**config.mk**
```make
export PLATFORM = sky130hd
export DESIGN_NAME = input_setup
export DESIGN_NICKNAME = d
export VERILOG_FILES = /design/src/rtl/input_setup.sv
export SDC_FILE = /design/constraint.sdc
export NUM_CORES = 1
export LEC_CHECK = 0
export BUFFER_PORTS_ARGS = -buffer_cell sky130_fd_sc_hd__buf_4
export CELL_PAD_IN_SITES_DETAIL_PLACEMENT = 1
export CELL_PAD_IN_SITES_GLOBAL_PLACEMENT = 1
export CORE_ASPECT_RATIO = 0.8
export CORE_MARGIN = 2
export CORE_UTILIZATION = 40
export DETAILED_ROUTE_END_ITERATION = 6
export HOLD_SLACK_MARGIN = 0.06
export PLACE_DENSITY = 0.84
export SLEW_MARGIN = 10
export SYNTH_ARGS = -nofsm -noshare
export SYNTH_HDL_FRONTEND = slang
export SYNTH_SLANG_ARGS = --single-unit
```
**constraint.sdc**
```tcl
create_clock -name clk -period 2.35 [get_ports clk]
set_input_delay 0.235 -clock clk [delete_from_list [all_inputs] [get_ports clk]]
set_output_delay 0.235 -clock clk [all_outputs]
set_load 0.05 [all_outputs]
```
**src/rtl/input_setup.sv**
```systemverilog
//------------------------------------------------------------------------------
// input_setup
//   Feeds one 2x2 activation tile from the unified buffer into the two west-edge
//   rows of a 2x2 systolic array with a one-cycle diagonal skew between rows.
//   Row 0 receives in_00 then in_01; row 1 receives in_10 then in_11 one cycle
//   later. A valid/ready handshake lets tiles stream back to back, one tile
//   every three cycles.
//   Revision: 1.0
//------------------------------------------------------------------------------
`default_nettype none

module input_setup #(
   parameter int DATA_W = 32
) (
   input  logic              clk,
   input  logic              reset,        // asynchronous, active-low
   input  logic              tile_valid,
   output logic              tile_ready,
   input  logic [DATA_W-1:0] in_00,
   input  logic [DATA_W-1:0] in_01,
   input  logic [DATA_W-1:0] in_10,
   input  logic [DATA_W-1:0] in_11,
   input  logic              clear,
   output logic [DATA_W-1:0] a_in1,
   output logic [DATA_W-1:0] a_in2,
   output logic              valid1,
   output logic              valid2,
   output logic              busy,
   output logic              done,
   output logic [7:0]        tile_count
);

   typedef enum logic [1:0] {
      IDLE = 2'd0,
      S0   = 2'd1,
      S1   = 2'd2,
      S2   = 2'd3
   } state_t;

   state_t state;

   // in_00 is driven onto a_in1 directly at the accept edge, so only the
   // three words used in later skew cycles need holding.
   logic [DATA_W-1:0] h01;
   logic [DATA_W-1:0] h10;
   logic [DATA_W-1:0] h11;

   logic accept;

   // A new tile can be taken when idle, or in the last skew cycle so that
   // consecutive tiles leave no bubble. clear always wins over a pending tile.
   assign tile_ready = (state == IDLE) || (state == S2);
   assign accept     = tile_valid & tile_ready & ~clear;
   assign busy       = (state != IDLE);

   // Sequencer: advances through the skew cycles and registers the row outputs.
   // a_in2 has its own register, so the old h11 stays on row 1 during S2 even
   // though the hold registers are reloaded with the next tile at that edge.
   always_ff @(posedge clk or negedge reset) begin
      if (!reset) begin
         state  <= IDLE;
         a_in1  <= '0;
         a_in2  <= '0;
         valid1 <= 1'b0;
         valid2 <= 1'b0;
         done   <= 1'b0;
      end else begin
         a_in1  <= '0;
         a_in2  <= '0;
         valid1 <= 1'b0;
         valid2 <= 1'b0;
         done   <= 1'b0;
         if (clear) begin
            state <= IDLE;
         end else begin
            case (state)
               IDLE, S2: begin
                  if (accept) begin
                     state  <= S0;
                     a_in1  <= in_00;
                     valid1 <= 1'b1;
                  end else begin
                     state <= IDLE;
                  end
               end
               S0: begin
                  state  <= S1;
                  a_in1  <= h01;
                  valid1 <= 1'b1;
                  a_in2  <= h10;
                  valid2 <= 1'b1;
               end
               S1: begin
                  state  <= S2;
                  a_in2  <= h11;
                  valid2 <= 1'b1;
                  done   <= 1'b1;
               end
               default: begin
                  state <= IDLE;
               end
            endcase
         end
      end
   end

   // Tile capture and accepted-tile counter; both untouched by clear.
   always_ff @(posedge clk or negedge reset) begin
      if (!reset) begin
         h01        <= '0;
         h10        <= '0;
         h11        <= '0;
         tile_count <= 8'd0;
      end else if (accept) begin
         h01        <= in_01;
         h10        <= in_10;
         h11        <= in_11;
         tile_count <= tile_count + 8'd1;
      end
   end

endmodule

`default_nettype wire
```
==> results of run 1 <==
## final cells by class
class,instances,area (um^2)
flip-flops and latches,172,4304
inverters,4,15.01
clock inverters,14,160.2
well taps,215,269.0
clock buffers,17,425.4
multi-input cells,222,1967
fillers,1530,5804
diodes,3,7.507
repair buffers,327,2796
## per-stage QoR
step	hold slack, ns	std cells	power (mW)	utilization (%)	cell area [um^2]
4_1_cts	0.06057	971	9.329	63.10	9937
6_report	0.07350	974	9.395	63.14	9945
2_1_floorplan	-0.06059	429	5.436	-	6450
5_1_grt	0.06215	974	9.810	63.14	9945
3_3_place_gp	0.2218	835	6.110	52.71	8300
3_5_place_dp	0.2419	835	6.316	52.71	8300
## worst min-delay path: stages
cell and delay, ns:
buf_4 0.08, a22oi_1 0.05, nor2_1 0.08
## routing by layer
metal  vias up  GRT usage, %  wire length (um)
li1       2152             -                 -
met1      2578         29.79              8087
met2       174         50.29             12340
met3        37         6.279              1068
met4         0         10.07               629
met5         -             0                 0
## report_power, final
group	switching (mW)	leakage [nW]	total [mW]	internal (mW)
clock	1.27	0.284	2.86	1.59
combinational	1.28	2.26	2.35	1.07
sequential	0.500	2.16	4.19	3.69
## cells in the final DEF, fill, tap and decap left out, drive strengths merged
cell / instances
inv: 10
xor2: 1
dlygate4sd3: 105
ha: 5
buf: 222
diode: 3
and3: 2
a21oi: 1
nand2: 2
dfrtp: 172
nor3b: 1
and2: 2
or2: 2
bufinv: 2
clkbuf: 17
xnor2: 6
mux2: 97
nor2b: 2
nand4: 4
clkinvlp: 2
a22o: 32
clkinv: 4
a22oi: 32
nor2: 33
## registers in the layout, summed over array words and instances, names as in the netlist
register / count
a_in1: 32
a_in2: 32
h01: 32
h10: 32
h11: 32
tile_count: 8
state: 2
done: 1
valid1: 1
## final timing paths
path,to,cells past startpoint
worst max-delay path,a_in1[12]$_DFF_PN0_,7
worst min-delay path,a_in1[26]$_DFF_PN0_,3
worst max register to register,a_in1[12]$_DFF_PN0_,7
worst min register to register,tile_count[7]$_DFFE_PN0N_,1
max in group asynchronous,h01[11]$_DFFE_PN0N_,3
min in group asynchronous,h11[17]$_DFFE_PN0N_,2
## cells in the mapped netlist
master	n	area, um^2
buf_2	13	65.06
mux2_2	59	664.4
xnor2_1	6	52.55
a22o_1	32	280.3
clkbuf_1	8	30.03
mux2_1	38	427.9
nor2_1	33	123.9
nand2_1	2	7.510
inv_1	4	15.01
or2_1	2	12.51
dfrtp_1	172	4304
nor2b_1	2	12.51
nor3b_2	1	12.51
and2_1	2	12.51
buf_4	10	75.07
ha_1	5	62.56
xor2_1	1	8.760
nand4_1	4	25.02
and3_1	2	12.51
a21oi_1	1	5.000
a22oi_1	32	240.2
## kinds of logic (layout without fill, tap and decap cells)
| logic type | count (synthesis) | after routing | synth area share (%) |
|---|---|---|---|
| adder cells (fa/ha/maj) | 5 | 5 | 0.9699 |
| other | 0 | 3 | 0 |
| buffers and inverters | 35 | 362 | 2.871 |
| AO/OA/AOI/OAI | 65 | 65 | 8.147 |
| flip-flops | 172 | 172 | 66.73 |
| multiplexers | 97 | 97 | 16.94 |
| AND/OR/NAND/NOR | 48 | 48 | 3.395 |
| XOR/XNOR | 7 | 7 | 0.9506 |
## repair_timing
| item | in CTS | in global routing |
|---|---|---|
| gates resized for setup | 0 | 0 |
| setup buffers | 0 | 0 |
| hold buffers | 105 | 0 |
| hold endpoints to repair | 159 | 0 |
==> impl_metrics.py, run 1 <==
metrics = {
    "clocking": {
        "cts_max_level": 4,
        "numCtsBuffers": 17,
        "clock-sinks": 172,
        "root_buffer": "clkbuf_16",
        "cts_buffer_depth": 2,
        "clock_latency_ns": 0.42,
        "clkTransAtPathRegs_ns": 0.07,
        "cts_tree": "yes",
    },
    "synth": {
        "syn_avg_cell_area_um2": 15.03,
        "yosys_warnings": 0,
        "synth_cell_types": 21,
        "ys_seq_area_share_pct": 66.73,
        "syn-num-nets": 566,
        "ys_ff_latch": 172,
        "synthCells": 429,
        "synth_area_mm2": 0.006450,
    },
    "detailed_routing": {
        "first_pass_iters": 4,
        "vias": 4941,
        "via_per_inst": 5.073,
        "drt_wl_total_mm": 22.12,
        "wl_per_cell_um": 22.71,
        "drt-initial-drc-count": 197,
        "ant_nets": 0,
        "drcViolationCount": 0,
    },
    "placed_design": {
        "dp_hpwl_mm": 11.97,
        "port_buffers": 208,
        "gp_congestion": 0.7598,
        "dp_slack_ns": 0.3239,
    },
    "power_and_ir_drop": {
        "ir_worst_vdd_mv": 0.7175,
        "p_leak_nw": 4.709,
        "powerDensity_mw_per_mm2": 944.8,
    },
    "floorplan": {
        "dieArea_mm2": 0.01716,
        "ios": 209,
        "die_h_um": 117.6,
        "rows": 41,
        "start_util_pct": 40.95,
        "die_w_um": 146.0,
        "core_mm2": 0.01575,
    },
    "critical_path": {
        "crit_fanout": 38,
        "worstPathCellList": "inv_1, ha_1, nor3b_4, buf_12, buf_12, a22oi_1, nor2_1",
        "arrival_ns": 2.37,
        "cp.required_ns": 2.67,
        "crit_type": "register to register",
        "crit_family": "simple AND/OR/NAND/NOR gates",
        "slowest_delay_ns": 0.40,
        "critPathSlowestCell": "dfrtp_1",
        "cp_common_cell": "buf_12",
        "crit_start": "state[1]$_DFF_PN0_",
        "startpoint_type": "register",
        "r2r_slack_ns": 0.29,
        "cp-end-kind": "register",
        "regToRegStartpoint": "state[1]$_DFF_PN0_",
        "worstPathBufferInverterCount": 3,
    },
    "sta": {
        "skew_ns": 0.01156,
        "setup_slack_ns": 0.2917,
        "grt_setup_unrepaired": "false",
        "hold_violations": 0,
        "fin_crit_sh_pct": 87.59,
        "setup_viol": 0,
        "worstMarginPinSlew_ns": 0.7449,
        "post-route-min-period_ns": 2.058,
        "final_max_slew_viol_count": 0,
        "fmax_mhz": 485.8,
        "tns_ns": 0,
        "slew_headroom_pct": 50.34,
    },
    "global_route": {
        "grt_pass1_wl_mm": 34.86,
        "antenna_found_initial": 3,
        "grt_overflow": 0,
        "track_usage_pct": 26.94,
        "grt_max_degree": 60,
        "grt_pass1_vias": 5899,
    },
    "worst_hold_path": {
        "hold_class": "input pin to register",
        "holdCritStartpoint": "in_00[26]",
    },
    "run_status": {
        "outcome": "finished clean",
    },
    "cells_and_area": {
        "synthToLayoutAreaGrowth_pct": 54.18,
        "final_nets": 881,
        "drive_above_1_share_pct": 41.53,
    },
    "flow_run": {
        "maxCapViolations": 0,
    },
}
Note: power is estimated with default switching activity, not from simulation.
==> inputs of run 2 (changes only) <==
PLACE_DENSITY = unset   (was 0.84)
PLACE_DENSITY_LB_ADDON = 0.12   (was unset)
==> run 2 against run 1 <==
Net effect: worst setup slack got worse by 0.033 ns; sequential power decreased by 2%; hold slack got worse by 0.011 ns; critical path depth decreased by 2; total power increased by 1.7%; final cell count increased by 1.1%; first-iteration DRC count decreased by 23%; critical endpoint is now h10[12]$_DFFE_PN0N_; largest power group unchanged.
==> impl_metrics.py, run 2 (synthesis gave the netlist of run 1 again) <==
metrics = {
    "clocking": {
        "root_buffer": "clkbuf_16",
        "numCtsBuffers": 17,
        "cts_max_level": 4,
        "clock-sinks": 172,
        "clock_latency_ns": 0.43,
        "clkTransAtPathRegs_ns": 0.07,
        "post-cts-setup-buffers": 0,
        "cts_buffer_depth": 2,
        "ctsResizeCount": 0,
        "cts_tree": "yes",
    },
    "worst_hold_path": {
        "hold_class": "input pin to register",
    },
    "placed_design": {
        "port_buffers": 208,
        "place_area_mm2": 0.008273,
        "dp_hpwl_mm": 10.98,
        "dp_slack_ns": 0.2756,
        "place_inst": 833,
        "gp_congestion": 0.7265,
    },
    "floorplan": {
        "dieArea_mm2": 0.01716,
        "core_mm2": 0.01575,
        "rows": 41,
        "die_h_um": 117.6,
        "die_w_um": 146.0,
        "start_util_pct": 40.95,
        "ios": 209,
    },
    "critical_path": {
        "crit_type": "register to register",
        "critPathSlowestCell": "mux2_2",
        "crit_family": "buffers and inverters",
        "arrival_ns": 2.40,
        "startpoint_type": "register",
        "slowest_delay_ns": 0.40,
        "worstPathCellList": "inv_1, ha_1, nor3b_4, buf_12, mux2_2",
        "worstPathBufferInverterCount": 2,
        "cp-end-kind": "register",
        "cp.required_ns": 2.66,
        "crit_fanout": 58,
    },
    "sta": {
        "fmax_mhz": 478.1,
        "skew_ns": 0.01260,
        "fin_crit_sh_pct": 89.00,
        "post-route-min-period_ns": 2.091,
        "worstMarginPinSlew_ns": 0.7333,
        "setup_slack_ns": 0.2585,
        "final_max_slew_viol_count": 0,
        "grt_setup_unrepaired": "false",
        "tns_ns": 0,
        "slew_headroom_pct": 51.11,
        "setup_viol": 0,
        "hold_violations": 0,
    },
    "detailed_routing": {
        "met3WireLength_mm": 1.109,
        "via_per_inst": 4.883,
        "drt-initial-drc-count": 151,
        "drt_wl_total_mm": 19.21,
        "ant_nets": 0,
        "drcViolationCount": 0,
        "first_pass_iters": 4,
        "top_layer": "met4",
        "wl_per_cell_um": 19.51,
        "vias": 4810,
        "met1_length_mm": 7.745,
        "wl_met2_mm": 10.23,
    },
    "cells_and_area": {
        "synthToLayoutAreaGrowth_pct": 57.07,
        "final_nets": 893,
        "final_cell_mix": "buf_4, dfrtp_1, dlygate4sd3_1",
        "multi_input_area_mm2": 0.001967,
        "layout_commonest_cell": "buf_4",
        "design_area_mm2": 0.01013,
        "drive_above_1_share_pct": 40.70,
        "instances_no_fill": 985,
        "fill_cells": 1524,
        "ff_latch_area_mm2": 0.004304,
    },
    "global_route": {
        "grt_pass1_vias": 5366,
        "track_usage_pct": 23.33,
        "grt_pass1_wl_mm": 30.89,
        "grt_overflow": 0,
        "grt_max_degree": 59,
        "antenna_found_initial": 1,
    },
    "power_and_ir_drop": {
        "powerDensity_mw_per_mm2": 942.8,
        "combinationalPowerShare_pct": 23.9,
        "power_frac_seq_pct": 43.1,
        "p_sw_mw": 2.840,
        "ir_worst_vdd_mv": 0.6075,
        "p_sw_share_pct": 29.73,
        "clockPowerShare_pct": 33.0,
        "cell_internal_pwr_mw": 6.712,
        "p_leak_nw": 4.789,
        "total_power_mw": 9.552,
    },
    "flow_run": {
        "maxCapViolations": 0,
    },
    "run_status": {
        "outcome": "finished clean",
    },
}
[run 2: changes by cell type in the layout (fill, tap and decap cells not counted), sizes merged]
cell         change
diode            -2
dlygate4sd3     +14
clkinv           -2
bufinv           +3
clkinvlp         +1
inv              -3
clkbuf           +2
buf              -2
[run 2: worst min-delay path, stage by stage]
cell     delay [ns]
buf_4          0.08
a22oi_1        0.05
nor2_1         0.08
[run 2: per-layer routing]
metal	up-vias	GRT usage [%]
met5	-	0
met1	2475	29.06
li1	2174	-
met3	9	5.891
met2	152	40.60
met4	0	6.371
[run 2: path summary, 6_finish.rpt]
path                                           start                   endpoint  slack [ns]  cells after the start
min in group asynchronous                      reset         a_in1[3]$_DFF_PN0_        0.31                      2
hold reg to reg            tile_count[7]$_DFFE_PN0N_  tile_count[7]$_DFFE_PN0N_        0.48                      1
setup / recovery                  state[1]$_DFF_PN0_        h10[12]$_DFFE_PN0N_        0.26                      5
setup reg to reg                  state[1]$_DFF_PN0_        h10[12]$_DFFE_PN0N_        0.26                      5
hold / removal                             in_00[10]        a_in1[10]$_DFF_PN0_        0.06                      3
max in group asynchronous                      reset        a_in1[25]$_DFF_PN0_        1.35                      3
[run 2: final cells by class]
type                            count  area share, %
Sequential cell                   172          42.48
Timing Repair Buffer              339          28.71
Multi-Input combinational cell    222          19.41
Clock buffer                       19          4.471
Tap cell                          215          2.655
Clock inverter                     13          2.087
Inverter                            4         0.1482
Antenna cell                        1        0.02470
[run 2: repair_timing]
| action | 4_1_cts | 5_1_grt |
|---|---|---|
| hold buffers | 119 | 0 |
| setup endpoints to repair | 0 | 0 |
| hold endpoints to repair | 157 | 0 |
[run 2: power groups by stage]
stage	Combinational, mW	Clock, mW	Sequential [mW]
2_1_floorplan	0.924	0	4.51
3_3_place_gp	2.02	0	4.09
3_5_place_dp	2.10	0	4.15
4_1_cts	2.27	3.20	4.09
5_1_grt	2.45	3.36	4.21
6_report	2.28	3.15	4.11
[run 2: through the flow]
stage                     hold slack [ns]  util (%)
after CTS                         0.06080     64.31
final                             0.06271     64.33
after floorplan                  -0.06059         -
after global routing              0.06080     64.33
after detailed placement           0.1899     52.53
after global placement             0.1872     52.53
